--- config.mk ---
export PLATFORM = sky130hd
export DESIGN_NAME = window_code_gen
export DESIGN_NICKNAME = d
export VERILOG_FILES = /design/src/rtl/window_code_gen.sv
export SDC_FILE = /design/constraint.sdc
export NUM_CORES = 1
export LEC_CHECK = 0
export CORE_MARGIN = 2
export CORE_UTILIZATION = 40
export CTS_BUF_LIST = sky130_fd_sc_hd__clkbuf_16
export DETAILED_ROUTE_END_ITERATION = 6
export GPL_TIMING_DRIVEN = 0
export PLACE_DENSITY = 0.75
export SLEW_MARGIN = 10
export SYNTH_ARGS = -nofsm -noshare
export SYNTH_HDL_FRONTEND = slang
export SYNTH_SLANG_ARGS = --single-unit
--- constraint.sdc ---
create_clock -name clk -period 2.6 [get_ports clk]
set_clock_uncertainty 0.15 [all_clocks]
set_input_delay 0.39 -clock clk [delete_from_list [all_inputs] [get_ports clk]]
set_output_delay 0.39 -clock clk [all_outputs]
set_load 0.01 [all_outputs]
--- src/rtl/window_code_gen.sv ---
// ============================================================================
// window_code_gen: emits 4-bit codes inside (6..9) or outside the window,
// scanning a persistent candidate counter.  Revision: 1.0
// ============================================================================
`default_nettype none

module window_code_gen (
  input  logic       clk,
  input  logic       reset,
  input  logic       req,
  input  logic       sel,
  output logic       x1,
  output logic       x2,
  output logic       x3,
  output logic       x4,
  output logic       valid,
  output logic       busy,
  output logic [3:0] hit_cnt
);

  typedef enum logic [1:0] {
    IDLE   = 2'd0,
    SEARCH = 2'd1,
    EMIT   = 2'd2
  } state_t;

  state_t     state;
  logic [3:0] cnt;
  logic       sel_q;
  logic       in_window;

  assign in_window = (cnt > 4'd5) && (cnt < 4'd10);

  always_ff @(posedge clk) begin
    if (reset) begin
      state          <= IDLE;
      cnt            <= 4'd0;
      sel_q          <= 1'b0;
      {x1, x2, x3, x4} <= 4'b0000;
      valid          <= 1'b0;
      busy           <= 1'b0;
      hit_cnt        <= 4'd0;
    end else begin
      case (state)
        IDLE: begin
          valid <= 1'b0;
          if (req) begin
            sel_q <= sel;
            busy  <= 1'b1;
            state <= SEARCH;
          end
        end
        SEARCH: begin
          // The counter advances on every check, matched or not, so the next
          // request resumes just past the last candidate examined.
          cnt <= cnt + 4'd1;
          if (in_window == sel_q) begin
            {x1, x2, x3, x4} <= cnt;
            valid            <= 1'b1;
            state            <= EMIT;
            if (sel_q && (hit_cnt != 4'hF))
              hit_cnt <= hit_cnt + 4'd1;
          end
        end
        EMIT: begin
          valid <= 1'b0;
          busy  <= 1'b0;
          state <= IDLE;
        end
        default: begin
          valid <= 1'b0;
          busy  <= 1'b0;
          state <= IDLE;
        end
      endcase
    end
  end

endmodule

`default_nettype wire

# Yosys cells after proc, flatten, opt, wreduce, memory -nomap -nowiden
# Cells that the tools add are included.
dict set report totals {
  reg_bits 17
  word_cells 34
}
dict set report op_classes {
  add_sub_neg 2
  order_cmp 2
  n_eq_ne 5
  mux 5
  bitwise 1
  n_reduce_logical 9
}
# operator n
set op_table {}
lappend op_table {{4-bit by 1-bit adder with 4-bit output (second input constant)} 2}
lappend op_table {{2-bit AND reduction} 4}
lappend op_table {{4-bit by 3-bit greater-than comparator with 1-bit output (second input constant)} 1}
lappend op_table {{4-bit < comparator (second input constant)} 1}
lappend op_table {{2-bit two-way mux} 2}
lappend op_table {{2-bit != test (second input constant)} 2}
lappend op_table {{4-bit != test (second input constant)} 1}
lappend op_table {{2-bit case mux with 2 select lines} 1}
lappend op_table {{3-bit AND reduction} 1}
lappend op_table {{2-bit by 1-bit equality test with 1-bit output (second input constant)} 1}
lappend op_table {{1-bit logical AND} 2}
lappend op_table {{2-bit zero test} 1}
lappend op_table {{1-bit case mux with 2 select lines} 1}
lappend op_table {{2-bit OR reduction} 1}
lappend op_table {{1-bit equality test} 1}
lappend op_table {{1-bit two-way mux} 1}
lappend op_table {{1-bit NOT} 1}

# Longest topological paths before layout
dict set report logic_depth {
  word_depth 5
  depth_mapped 6
  mapped_depth_nobuf 6
}

# Worst setup path before layout
# Ideal clock, no wire load.
dict set report synth_path {
  kind {reg2reg}
  from {reg cnt[0]}
  to {reg hit_cnt[3]}
  arrival_ns 1.610
  required_time_ns 2.379
  setup_slack_ns 0.770
  path_stages_with_launch 7
  n_path_buf 0
  period_less_slack_ns 1.830
  path_cell_list {dfxtp_1 inv_1 ha_1 nor4b_4 o211ai_2 or3_1 a21oi_1}
}
dict set report synth_via {
  elab_chain_cells 4
  word_cells_on_any_way 5
}
# item line
set synth_lines {}
lappend synth_lines {{start: declaration} 28} ;# logic [3:0] cnt;
lappend synth_lines {{start signal: assignment} 56} ;# cnt <= cnt + 4'd1;
lappend synth_lines {{4-bit by 3-bit greater-than comparator with 1-bit output or 4-bit < comparator (tied branches)} 32} ;# assign in_window = (cnt > 4'd5) && (cnt < 4'd10);
lappend synth_lines {{1-bit logical AND (*)} 32}
lappend synth_lines {{1-bit equality test (*)} 57} ;# if (in_window == sel_q) begin
lappend synth_lines {{3-bit AND reduction (no line) (*)} --}
lappend synth_lines {{end signal: assignment} 62} ;# hit_cnt <= hit_cnt + 4'd1;
lappend synth_lines {{end: declaration} 18} ;# output logic [3:0] hit_cnt
# Every way passes the cells marked *; elsewhere a longest branch is shown, timed or not.
# A chain may end at the register's enable or synchronous reset.

# Worst setup path in the final report
# Ends and elaborated chain as after synthesis.

==> flow_metrics.env <==
export IMPL_postRouteAntennaNets=0
export IMPL_cts_hold_bufs=0
export IMPL_synth_seq_cells=17
export IMPL_via_count=626
export IMPL_cp_required_ps=2620
export IMPL_gp_routability_congestion=0.710
export IMPL_worst_setup_hold_path_clk_slew_ps=50
export IMPL_die_area_sq_mm=0.00240
export IMPL_clkPwrFrac=0.484
export IMPL_grt_max_degree=11
export IMPL_fmaxAchievable_mhz=505
export IMPL_synth_main_ff_cell="sky130_fd_sc_hd__dfxtp_1"
export IMPL_chipHeight_microns=49.0
export IMPL_timing_setup_tns_ps=0
export IMPL_antenna_found_initial=0
export IMPL_static_leakage_power_nw=0.397
export IMPL_detailed_place_hpwl_mm=1.00
export IMPL_yosys_cell_types_count=29
export IMPL_placed_cell_area_sq_um=962
export IMPL_initial_core_utilization=0.416
export IMPL_portion_of_synthesized_cell_area_occupied_by_the_leading_cell_type=0.421
export IMPL_cts_repair_timing_setup_buffer_count=0
export IMPL_number_of_buffers_inserted_by_port_buffering=12
export IMPL_path_delay_family="simple AND/OR/NAND/NOR gates"
export IMPL_avgRoutedWirePerCell_microns=11.0
export IMPL_synth_enable_flop_cells=0
export IMPL_critical_path_arrival_ps=2010
export IMPL_final_nets=109
export IMPL_cp_cell_sequence="inv_1 > ha_1 > nor4b_4 > o211ai_2 > or3_1 > a21oi_1"
export IMPL_wire_length_of_the_first_global_routing_pass_mm=2.40
export IMPL_cts_root_to_sink_buffers=2
export IMPL_yosysTopAreaCell="sky130_fd_sc_hd__dfxtp_1"
export IMPL_number_of_hold_violations_in_the_final_report=0
export IMPL_num_fill_cells=189
export IMPL_net_count_after_synthesis=92
export IMPL_global_route_usage_total=0.131
export IMPL_ys_warnings_count=0
export IMPL_share_of_total_power_in_combinational_logic=0.080
export IMPL_relative_area_change_from_synthesis_to_final_layout_pct=28.9
export IMPL_crit_path_start_kind="flip-flop"
export IMPL_worstHoldPathType="flip-flop to flip-flop"
export IMPL_clock_tree_root_cell="sky130_fd_sc_hd__clkbuf_16"
export IMPL_power_sequential_fraction=0.436
export IMPL_vdd_drop_max_v=0.000434
export IMPL_power_density_mw_per_mm2=611
export IMPL_max_stage_delay_ps=440
export IMPL_postSynthCellCount=84
export IMPL_stdcell_area_sq_mm=0.00104
export IMPL_htree_levels=1
export IMPL_remaining_design_rule_violation_count=0
export IMPL_tritoncts="built"
export IMPL_post_synthesis_cell_area_sq_um=808
export IMPL_min_period_over_period=0.762
export IMPL_cts_resized_gates=0
export IMPL_outcome="complete, no violations"
export IMPL_finalWorstPathRequiredPeriod_ps=1980
export IMPL_drt_vias_per_instance=4.93
export IMPL_die_w_microns=49.0
export IMPL_clk_insertion_delay_late_ps=250
export IMPL_rsz0062_at_grt="no"
export IMPL_relSlewSlack=0.698
export IMPL_syn_area_per_cell_sq_um=9.62
export IMPL_timing_critical_path_fanout_max=6
export IMPL_global_route_overflow_total=0
export IMPL_dr_first_iter_drc_count=11
export IMPL_routed_wl_mm=1.39
export IMPL_n_antenna_cell=0
export IMPL_number_of_global_route_vias_before_repair=572
export IMPL_synth_top_cells_by_area="sky130_fd_sc_hd__dfxtp_1 42%, sky130_fd_sc_hd__ha_1 6.2%, sky130_fd_sc_hd__nand2b_1 5.4%, sky130_fd_sc_hd__mux2i_1 5.0%, sky130_fd_sc_hd__xor2_1 4.3%"
export IMPL_worst_path_max_delay_cell="sky130_fd_sc_hd__dfxtp_1"
export IMPL_path_class="flip-flop to flip-flop"
export IMPL_switching_fraction_of_total_power=0.213
export IMPL_synth_sequential_area_ratio=0.421
export IMPL_asyncSetResetFlopFracSynth=0
export IMPL_core_rowCount=16
export IMPL_maxCapViolations=0
export IMPL_layout_drive_gt1_share=0.100
export IMPL_num_io_pins=14
export IMPL_numClockSinks=17
export IMPL_finalSetupViolations=0
export IMPL_power_internal_uw=501
export IMPL_tightestPinTransition_ps=453
export IMPL_netSwitchingPower_uw=136
export IMPL_crit_buf_inv=1
export IMPL_critPathCaptureType="flip-flop"
export IMPL_finalMaxSlewViolations=0
export IMPL_total_clock_buffers_created_by_cts=3
export IMPL_core_region_area_sq_mm=0.00194
export IMPL_dr_pass1_iters=4
-- cells in the final DEF, fill, tap and decap left out, types with 2 or more instances in the layout --
cell,count
sky130_fd_sc_hd__dfxtp_1,17
sky130_fd_sc_hd__clkdlybuf4s50_1,12
sky130_fd_sc_hd__nor2_1,9
sky130_fd_sc_hd__nand2b_1,7
sky130_fd_sc_hd__a21oi_1,5
sky130_fd_sc_hd__nand2_1,4
sky130_fd_sc_hd__xor2_1,4
sky130_fd_sc_hd__mux2i_1,4
sky130_fd_sc_hd__ha_1,4
sky130_fd_sc_hd__inv_1,3
sky130_fd_sc_hd__nand3_1,3
sky130_fd_sc_hd__nor2b_1,3
sky130_fd_sc_hd__clkbuf_16,3
sky130_fd_sc_hd__o21ai_0,2
sky130_fd_sc_hd__clkbuf_1,2
sky130_fd_sc_hd__or2b_1,2
-- worst reg2reg max path: stages (launching register included) --
cell and delay [ps]:
sky130_fd_sc_hd__dfxtp_1 440, sky130_fd_sc_hd__inv_1 70, sky130_fd_sc_hd__ha_1 230, sky130_fd_sc_hd__nor4b_4 390, sky130_fd_sc_hd__o211ai_2 150, sky130_fd_sc_hd__or3_1 350
sky130_fd_sc_hd__a21oi_1 140
-- state kept, by name (all words and copies together) (netlist names) --
name,count
valid,1
x4,1
hit_cnt,4
sel_q,1
x1,1
busy,1
x2,1
x3,1
cnt,4
state,2
-- metal layers --
metal | GRT usage | part of all wire | vias up
met2 | 0.212 | 0.48 | 14
met1 | 0.155 | 0.46 | 286
met4 | 0.0857 | 0.025 | 0
met3 | 0.0276 | 0.034 | 5
li1 | - | - | 321
met5 | 0 | 0 | -
-- power by group through the flow --
stage | Combinational, mW | Clock, mW | Sequential (mW)
floorplan | 0.0356 | 0 | 0.283
global placement | 0.0502 | 0 | 0.283
detailed placement | 0.0517 | 0 | 0.283
CTS | 0.0520 | 0.317 | 0.278
global route | 0.0557 | 0.324 | 0.280
finish | 0.0510 | 0.308 | 0.278
-- per-stage QoR --
stage	utilization	setup WS (ps)	instances	hold slack, ps	power (mW)
floorplan	-	770	84	305	0.319
global placement	0.495	672	123	294	0.333
detailed placement	0.495	612	123	314	0.335
CTS	0.537	603	127	332	0.647
global route	0.537	448	127	356	0.659
finish	0.537	619	127	324	0.637
-- cell families after synthesis --
kind of cell / Yosys count / synth area share
mux: 4 / 0.0495
fa+ha+maj: 4 / 0.0619
xor+xnor: 5 / 0.0542
compound gates: 14 / 0.125
flops: 17 / 0.421
buf+inv: 6 / 0.0325
simple gates: 34 / 0.255
-- area by class of cell --
cell class / count / area (sq um) / area share
plain buffers: 3 / 15.0 / 0.0144
well taps: 27 / 33.8 / 0.0324
clock inverters: 1 / 5.00 / 0.00480
inverters: 3 / 11.3 / 0.0108
clock buffers: 3 / 75.1 / 0.0720
multi-input cells: 61 / 442 / 0.424
flip-flops and latches: 17 / 340 / 0.327
repair buffers: 12 / 120 / 0.115
-- cell usage after synthesis (all sizes together) (2+ instances only) --
| cell type | n |
|---|---|
| dfxtp | 17 |
| nor2 | 9 |
| nand2b | 7 |
| a21oi | 5 |
| nand2 | 5 |
| ha | 4 |
| mux2i | 4 |
| xor2 | 4 |
| inv | 3 |
| nand3 | 3 |
| nor2b | 3 |
| clkbuf | 2 |
| o21ai | 2 |
| or2b | 2 |
-- final timing paths --
| check | cells past startpoint | endpoint | start | slack (ps) |
|---|---|---|---|---|
| min reg2reg | 2 | x4$_SDFFE_PP0P_ | x4$_SDFFE_PP0P_ | 320 |
| max | 6 | hit_cnt[3]$_SDFFE_PP0P_ | cnt[0]$_SDFFE_PP0P_ | 620 |
| max reg2reg | 6 | hit_cnt[3]$_SDFFE_PP0P_ | cnt[0]$_SDFFE_PP0P_ | 620 |
| min | 2 | x4$_SDFFE_PP0P_ | x4$_SDFFE_PP0P_ | 320 |
Power figures use the tool's default switching activity.
